## src/rtl/regfile_pkg.sv

```systemverilog
// Shared constants and port-slicing helpers for the multi-port register file.
package regfile_pkg;

  localparam int DW_DEF   = 32;
  localparam int NREG_DEF = 32;
  localparam int NR_DEF   = 4;
  localparam int NW_DEF   = 2;
  localparam int ZERO_REG = 0;

  // Low bit of field idx inside a flat vector of w-bit fields.
  function automatic int unsigned port_lo(input int unsigned idx, input int unsigned w);
    return idx * w;
  endfunction

endpackage

```

## src/rtl/regfile_scoreboard.sv

```systemverilog
// Per-register busy scoreboard: issue sets, committed writeback clears, flush wipes.
module regfile_scoreboard
  import regfile_pkg::*;
#(
  parameter int NREG = NREG_DEF,
  parameter int AW   = $clog2(NREG_DEF),
  parameter int NR   = NR_DEF,
  parameter int NW   = NW_DEF
) (
  input  logic             clk,
  input  logic             resetn,
  input  logic             flush,
  input  logic [NW-1:0]    iss_en,
  input  logic [NW*AW-1:0] iss_addr,
  input  logic [NW-1:0]    commit,
  input  logic [NW*AW-1:0] wa,
  input  logic [NR*AW-1:0] ra,
  input  logic [NR-1:0]    byp_hit,
  output logic [NR-1:0]    rdy
);

  logic [NREG-1:0] busy_r;
  logic [NREG-1:0] busy_nxt_s;

  // Later assignments override earlier ones: clear < set < flush; r0 is never busy.
  always_comb begin
    busy_nxt_s = busy_r;
    for (int i = 0; i < NW; i++) begin
      busy_nxt_s[wa[port_lo(i, AW) +: AW]] =
        commit[i] ? 1'b0 : busy_nxt_s[wa[port_lo(i, AW) +: AW]];
    end
    for (int i = 0; i < NW; i++) begin
      busy_nxt_s[iss_addr[port_lo(i, AW) +: AW]] =
        iss_en[i] ? 1'b1 : busy_nxt_s[iss_addr[port_lo(i, AW) +: AW]];
    end
    busy_nxt_s = flush ? {NREG{1'b0}} : busy_nxt_s;
    busy_nxt_s[ZERO_REG] = 1'b0;
  end

  // Busy vector state.
  always_ff @(posedge clk or negedge resetn) begin
    if (!resetn) begin
      busy_r <= {NREG{1'b0}};
    end else begin
      busy_r <= busy_nxt_s;
    end
  end

  // Operand-ready lookup per read port.
  always_comb begin
    rdy = {NR{1'b0}};
    for (int j = 0; j < NR; j++) begin
      rdy[j] = ~busy_r[ra[port_lo(j, AW) +: AW]] | byp_hit[j];
    end
  end

endmodule

```

## src/rtl/regfile_mp.sv

```systemverilog
// NR-read / NW-write register file with busy scoreboard.
// Optional same-cycle write-to-read bypass under `define REGFILE_BYPASS_EN.
module regfile_mp
  import regfile_pkg::*;
#(
  parameter  int DW   = DW_DEF,
  parameter  int NREG = NREG_DEF,
  parameter  int NR   = NR_DEF,
  parameter  int NW   = NW_DEF,
  localparam int AW   = $clog2(NREG)
) (
  input  logic             clk,
  input  logic             resetn,
  input  logic             stall_w,
  input  logic [NW-1:0]    we,
  input  logic [NW*AW-1:0] wa,
  input  logic [NW*DW-1:0] wd,
  input  logic [NR*AW-1:0] ra,
  output logic [NR*DW-1:0] rd,
  output logic [NR-1:0]    rdy,
  input  logic [NW-1:0]    iss_en,
  input  logic [NW*AW-1:0] iss_addr,
  input  logic             flush
);

  localparam logic [AW-1:0] R0 = AW'(ZERO_REG);

  logic [DW-1:0] rf_r [NREG];
  logic [NW-1:0] commit_s;
  logic [NR-1:0] byp_hit_s;

  // A write commits only when enabled, not stalled and not aimed at r0.
  always_comb begin
    commit_s = {NW{1'b0}};
    for (int i = 0; i < NW; i++) begin
      commit_s[i] = we[i] & ~stall_w & (wa[port_lo(i, AW) +: AW] != R0);
    end
  end

  // Storage; ascending port loop lets the highest-index writer win a conflict.
  always_ff @(posedge clk or negedge resetn) begin
    if (!resetn) begin
      for (int r = 0; r < NREG; r++) begin
        rf_r[r] <= {DW{1'b0}};
      end
    end else begin
      for (int i = 0; i < NW; i++) begin
        if (commit_s[i]) begin
          rf_r[wa[port_lo(i, AW) +: AW]] <= wd[port_lo(i, DW) +: DW];
        end
      end
    end
  end

  // Read muxes, with optional forwarding from committing write ports.
  always_comb begin
    rd        = {NR*DW{1'b0}};
    byp_hit_s = {NR{1'b0}};
    for (int j = 0; j < NR; j++) begin
      rd[port_lo(j, DW) +: DW] = (ra[port_lo(j, AW) +: AW] == R0) ? {DW{1'b0}}
                                 : rf_r[ra[port_lo(j, AW) +: AW]];
`ifdef REGFILE_BYPASS_EN
      for (int i = 0; i < NW; i++) begin
        byp_hit_s[j] = byp_hit_s[j] |
                       (commit_s[i] & (wa[port_lo(i, AW) +: AW] == ra[port_lo(j, AW) +: AW]));
        rd[port_lo(j, DW) +: DW] =
          (commit_s[i] & (wa[port_lo(i, AW) +: AW] == ra[port_lo(j, AW) +: AW]))
            ? wd[port_lo(i, DW) +: DW] : rd[port_lo(j, DW) +: DW];
      end
`else
      byp_hit_s[j] = 1'b0;
`endif
    end
  end

  regfile_scoreboard #(
    .NREG (NREG),
    .AW   (AW),
    .NR   (NR),
    .NW   (NW)
  ) u_sb (
    .clk      (clk),
    .resetn   (resetn),
    .flush    (flush),
    .iss_en   (iss_en),
    .iss_addr (iss_addr),
    .commit   (commit_s),
    .wa       (wa),
    .ra       (ra),
    .byp_hit  (byp_hit_s),
    .rdy      (rdy)
  );

endmodule

```

## config.mk

```make
export PLATFORM = sky130hd
export DESIGN_NAME = regfile_mp
export DESIGN_NICKNAME = d
export VERILOG_FILES = /design/src/rtl/regfile_pkg.sv /design/src/rtl/regfile_scoreboard.sv /design/src/rtl/regfile_mp.sv
export SDC_FILE = /design/constraint.sdc
export NUM_CORES = 2
export LEC_CHECK = 0
export BUFFER_PORTS_ARGS = -buffer_cell sky130_fd_sc_hd__buf_4
export CORE_MARGIN = 2
export CORE_UTILIZATION = 35
export DETAILED_ROUTE_END_ITERATION = 10
export PLACE_DENSITY = 0.56
export SYNTH_ARGS = -nofsm -noshare
export SYNTH_HDL_FRONTEND = slang
export SYNTH_SLANG_ARGS = --single-unit
```

## constraint.sdc

```tcl
create_clock -name clk -period 6.71 [get_ports clk]
set_input_delay 1.342 -clock clk [delete_from_list [all_inputs] [get_ports clk]]
set_output_delay 1.342 -clock clk [all_outputs]
set_load 0.01 [all_outputs]
```

==> results.py <==
metrics = {
    "detailed_routing": {
        "firstDrtPassIters": 6,
        "vias": 69900,
        "drt_wl_total_um": 376000,
        "route.detailed.drc": 0,
        "drtIter0Drc": 10100,
        "vias_per_cell": 6.70,
        "antenna_left": 0,
        "drt-wirelength-per-cell_um": 36.1,
    },
    "logic_synthesis": {
        "synth_top_area_share": 0.350,
        "syn-num-nets": 7460,
        "yosys.area.top_type": "mux4_2",
        "synth_sequential_area_ratio": 0.311,
        "syn_inst": 7348,
        "avgSynthCellArea_um2": 11.5,
        "ys.warnings.count": 0,
        "mappedNetlistArea_um2": 84800,
        "synth_common_cells": "mux4_2, mux2i_1, dfrtp_1",
        "synth_top_flop_cell": "dfrtp_1",
        "async_reset_ff_frac": 1.00,
        "ys_ff_latch": 1055,
        "synthTopCellsByArea": "mux4_2, dfrtp_1, mux2i_1",
        "synth_most_common_cell": "mux4_2",
        "synth_edf_count": 0,
        "yosysUniqueCellTypes": 83,
    },
    "global_routing": {
        "overflow": 0,
        "antenna_found_initial": 17,
        "grt_first_pass_wirelength_um": 530000,
        "grt_max_degree": 169,
        "track_usage": 0.302,
        "grt_pass1_vias": 67600,
    },
    "clock_network": {
        "htree_levels": 4,
        "clk_latency_ps": 810,
        "cts_post_setup_buffers_inserted": 0,
        "postCtsHoldBufs": 0,
        "cts.path.max_buffers": 3,
        "cts_root_buf": "clkbuf_16",
        "clock-sinks": 1055,
        "cts_tree": "done",
        "numCtsBuffers": 137,
        "clk_pin_slew_ps": 50,
        "ctsResizeCount": 0,
    },
    "cells_and_area": {
        "final_layout_size_suffix_gt1_frac": 0.301,
        "syn2layout_area_growth_pct": 12.3,
        "fin_util": 0.396,
        "nets": 7244,
    },
    "worst_hold_path": {
        "hold_path_class": "register to register",
    },
    "die": {
        "die_area_um2": 246000,
        "core_area_um2": 241000,
        "die_w_um": 496,
        "row_count": 180,
        "num_io_pins": 244,
        "initial_core_util": 0.352,
        "die_height_um": 496,
    },
    "worst_setup_path": {
        "worstPathRequired_ps": 5370,
        "worstPathMaxFanout": 93,
        "worstSetupPathType": "primary input to primary output",
        "critPathLaunchType": "primary input",
        "crit_path_end_kind": "primary output",
        "critPathArrivalTime_ps": 4500,
    },
    "run_status": {
        "outcome": "finished, final reports clean",
    },
    "sta": {
        "setup_viol_count_final": 0,
        "rsz0062_at_grt": "no",
        "max_freq_ghz": 0.171,
        "hold_violations": 0,
        "fin_crit_sh": 0.871,
        "relSlewSlack": 0.177,
        "skew_ps": 8.46,
        "fin_crit_ps": 5840,
        "slew_viol_final": 0,
        "setup-tns-final_ps": 0,
        "tightest_slew_ps": 1240,
    },
    "place": {
        "io_buffers": 243,
        "hpwl_um": 235000,
        "place_congestion": 0.935,
    },
    "pwr": {
        "power_density_nw_per_um2": 266,
        "power.leakage_nw": 40.1,
        "ir_drop_v": 0.000291,
    },
    "job": {
        "drv_cap": 0,
    },
}
## cell families (layout without fill, tap and decap cells)
| kind of cell | count (synthesis) | count (layout) | synth area share |
|---|---|---|---|
| xor gates and xnor gates | 6 | 6 | 0.000619 |
| buffers and inverters | 911 | 792 | 0.0409 |
| other | 0 | 11 | 0 |
| AOI/OAI and AO/OA | 1275 | 1275 | 0.0822 |
| DFF | 1055 | 1055 | 0.311 |
| and+or+nand+nor | 1633 | 1633 | 0.0793 |
| muxes | 2468 | 2468 | 0.486 |
## critical path: stages
cell and delay, ps:
buf_8 640, buf_4 440, mux4_2 360, mux4_2 470, mux2i_1 670, nor2_1 130, buf_4 190
## through the flow
step           worst slack, ps  total power (W)  hold slack, ps  cells  instance area [um2]
6_report                   869           0.0253             434  10400                95300
5_1_grt                    901           0.0264             447  10400                95200
4_1_cts                    979           0.0252             433  10400                95200
3_5_place_dp               465           0.0178             421  10200                90800
3_3_place_gp               398           0.0174             409  10200                90800
2_1_floorplan             1420           0.0149             474   7348                84800
## final timing paths
check | to | slack (ps) | depth (start not counted) | start
max in group asynchronous | rf_r[54] | 4490 | 3 | resetn
worst max register to register | u_sb.busy_r[18] | 1600 | 18 | u_sb.busy_r[23]
worst min register to register | rf_r[996] | 430 | 0 | rf_r[996]
worst min-delay path | rf_r[996] | 430 | 0 | rf_r[996]
worst max-delay path | rd[109] | 870 | 7 | ra[16]
min in group asynchronous | rf_r[455] | 530 | 1 | resetn
## cell type report
type / count / area [um2]
sequential: 1055 / 26400
timing repair buffer: 550 / 4940
antenna: 11 / 27.5
clock inverter: 41 / 452
fill: 22600 / 146000
tap: 3185 / 3990
inverter: 6 / 22.5
clock buffer: 195 / 3970
multi-input combinational: 5382 / 55500
## power by group
part | internal [W] | total, W | switching, W
logic | 0.00469 | 0.00827 | 0.00358
registers | 0.00779 | 0.00957 | 0.00179
clock network | 0.00438 | 0.00749 | 0.00311
## registers in the layout, summed over array words and instances, names as in the netlist
signal,flops
rf_r,1024
u_sb.busy_r,31
## placed cells by master (no fill, tap or decap), drive strengths merged, types with 35 or more instances in the layout
master  instances
nand2         765
a211oi         38
nor2          663
nand3          35
clkbuf        195
mux2i        1141
mux4         1318
o21ai         658
buf           550
dfrtp        1055
a21oi         427
## routing by layer
| metal | share of wire | global-route usage | vias to the layer above |
|---|---|---|---|
| li1 | - | - | 27900 |
| met1 | 0.38 | 0.399 | 35900 |
| met2 | 0.44 | 0.451 | 4986 |
| met3 | 0.12 | 0.0946 | 1043 |
| met4 | 0.056 | 0.144 | 8 |
| met5 | 0.000098 | 0 | - |
Note: power is estimated with default switching activity, not from simulation.
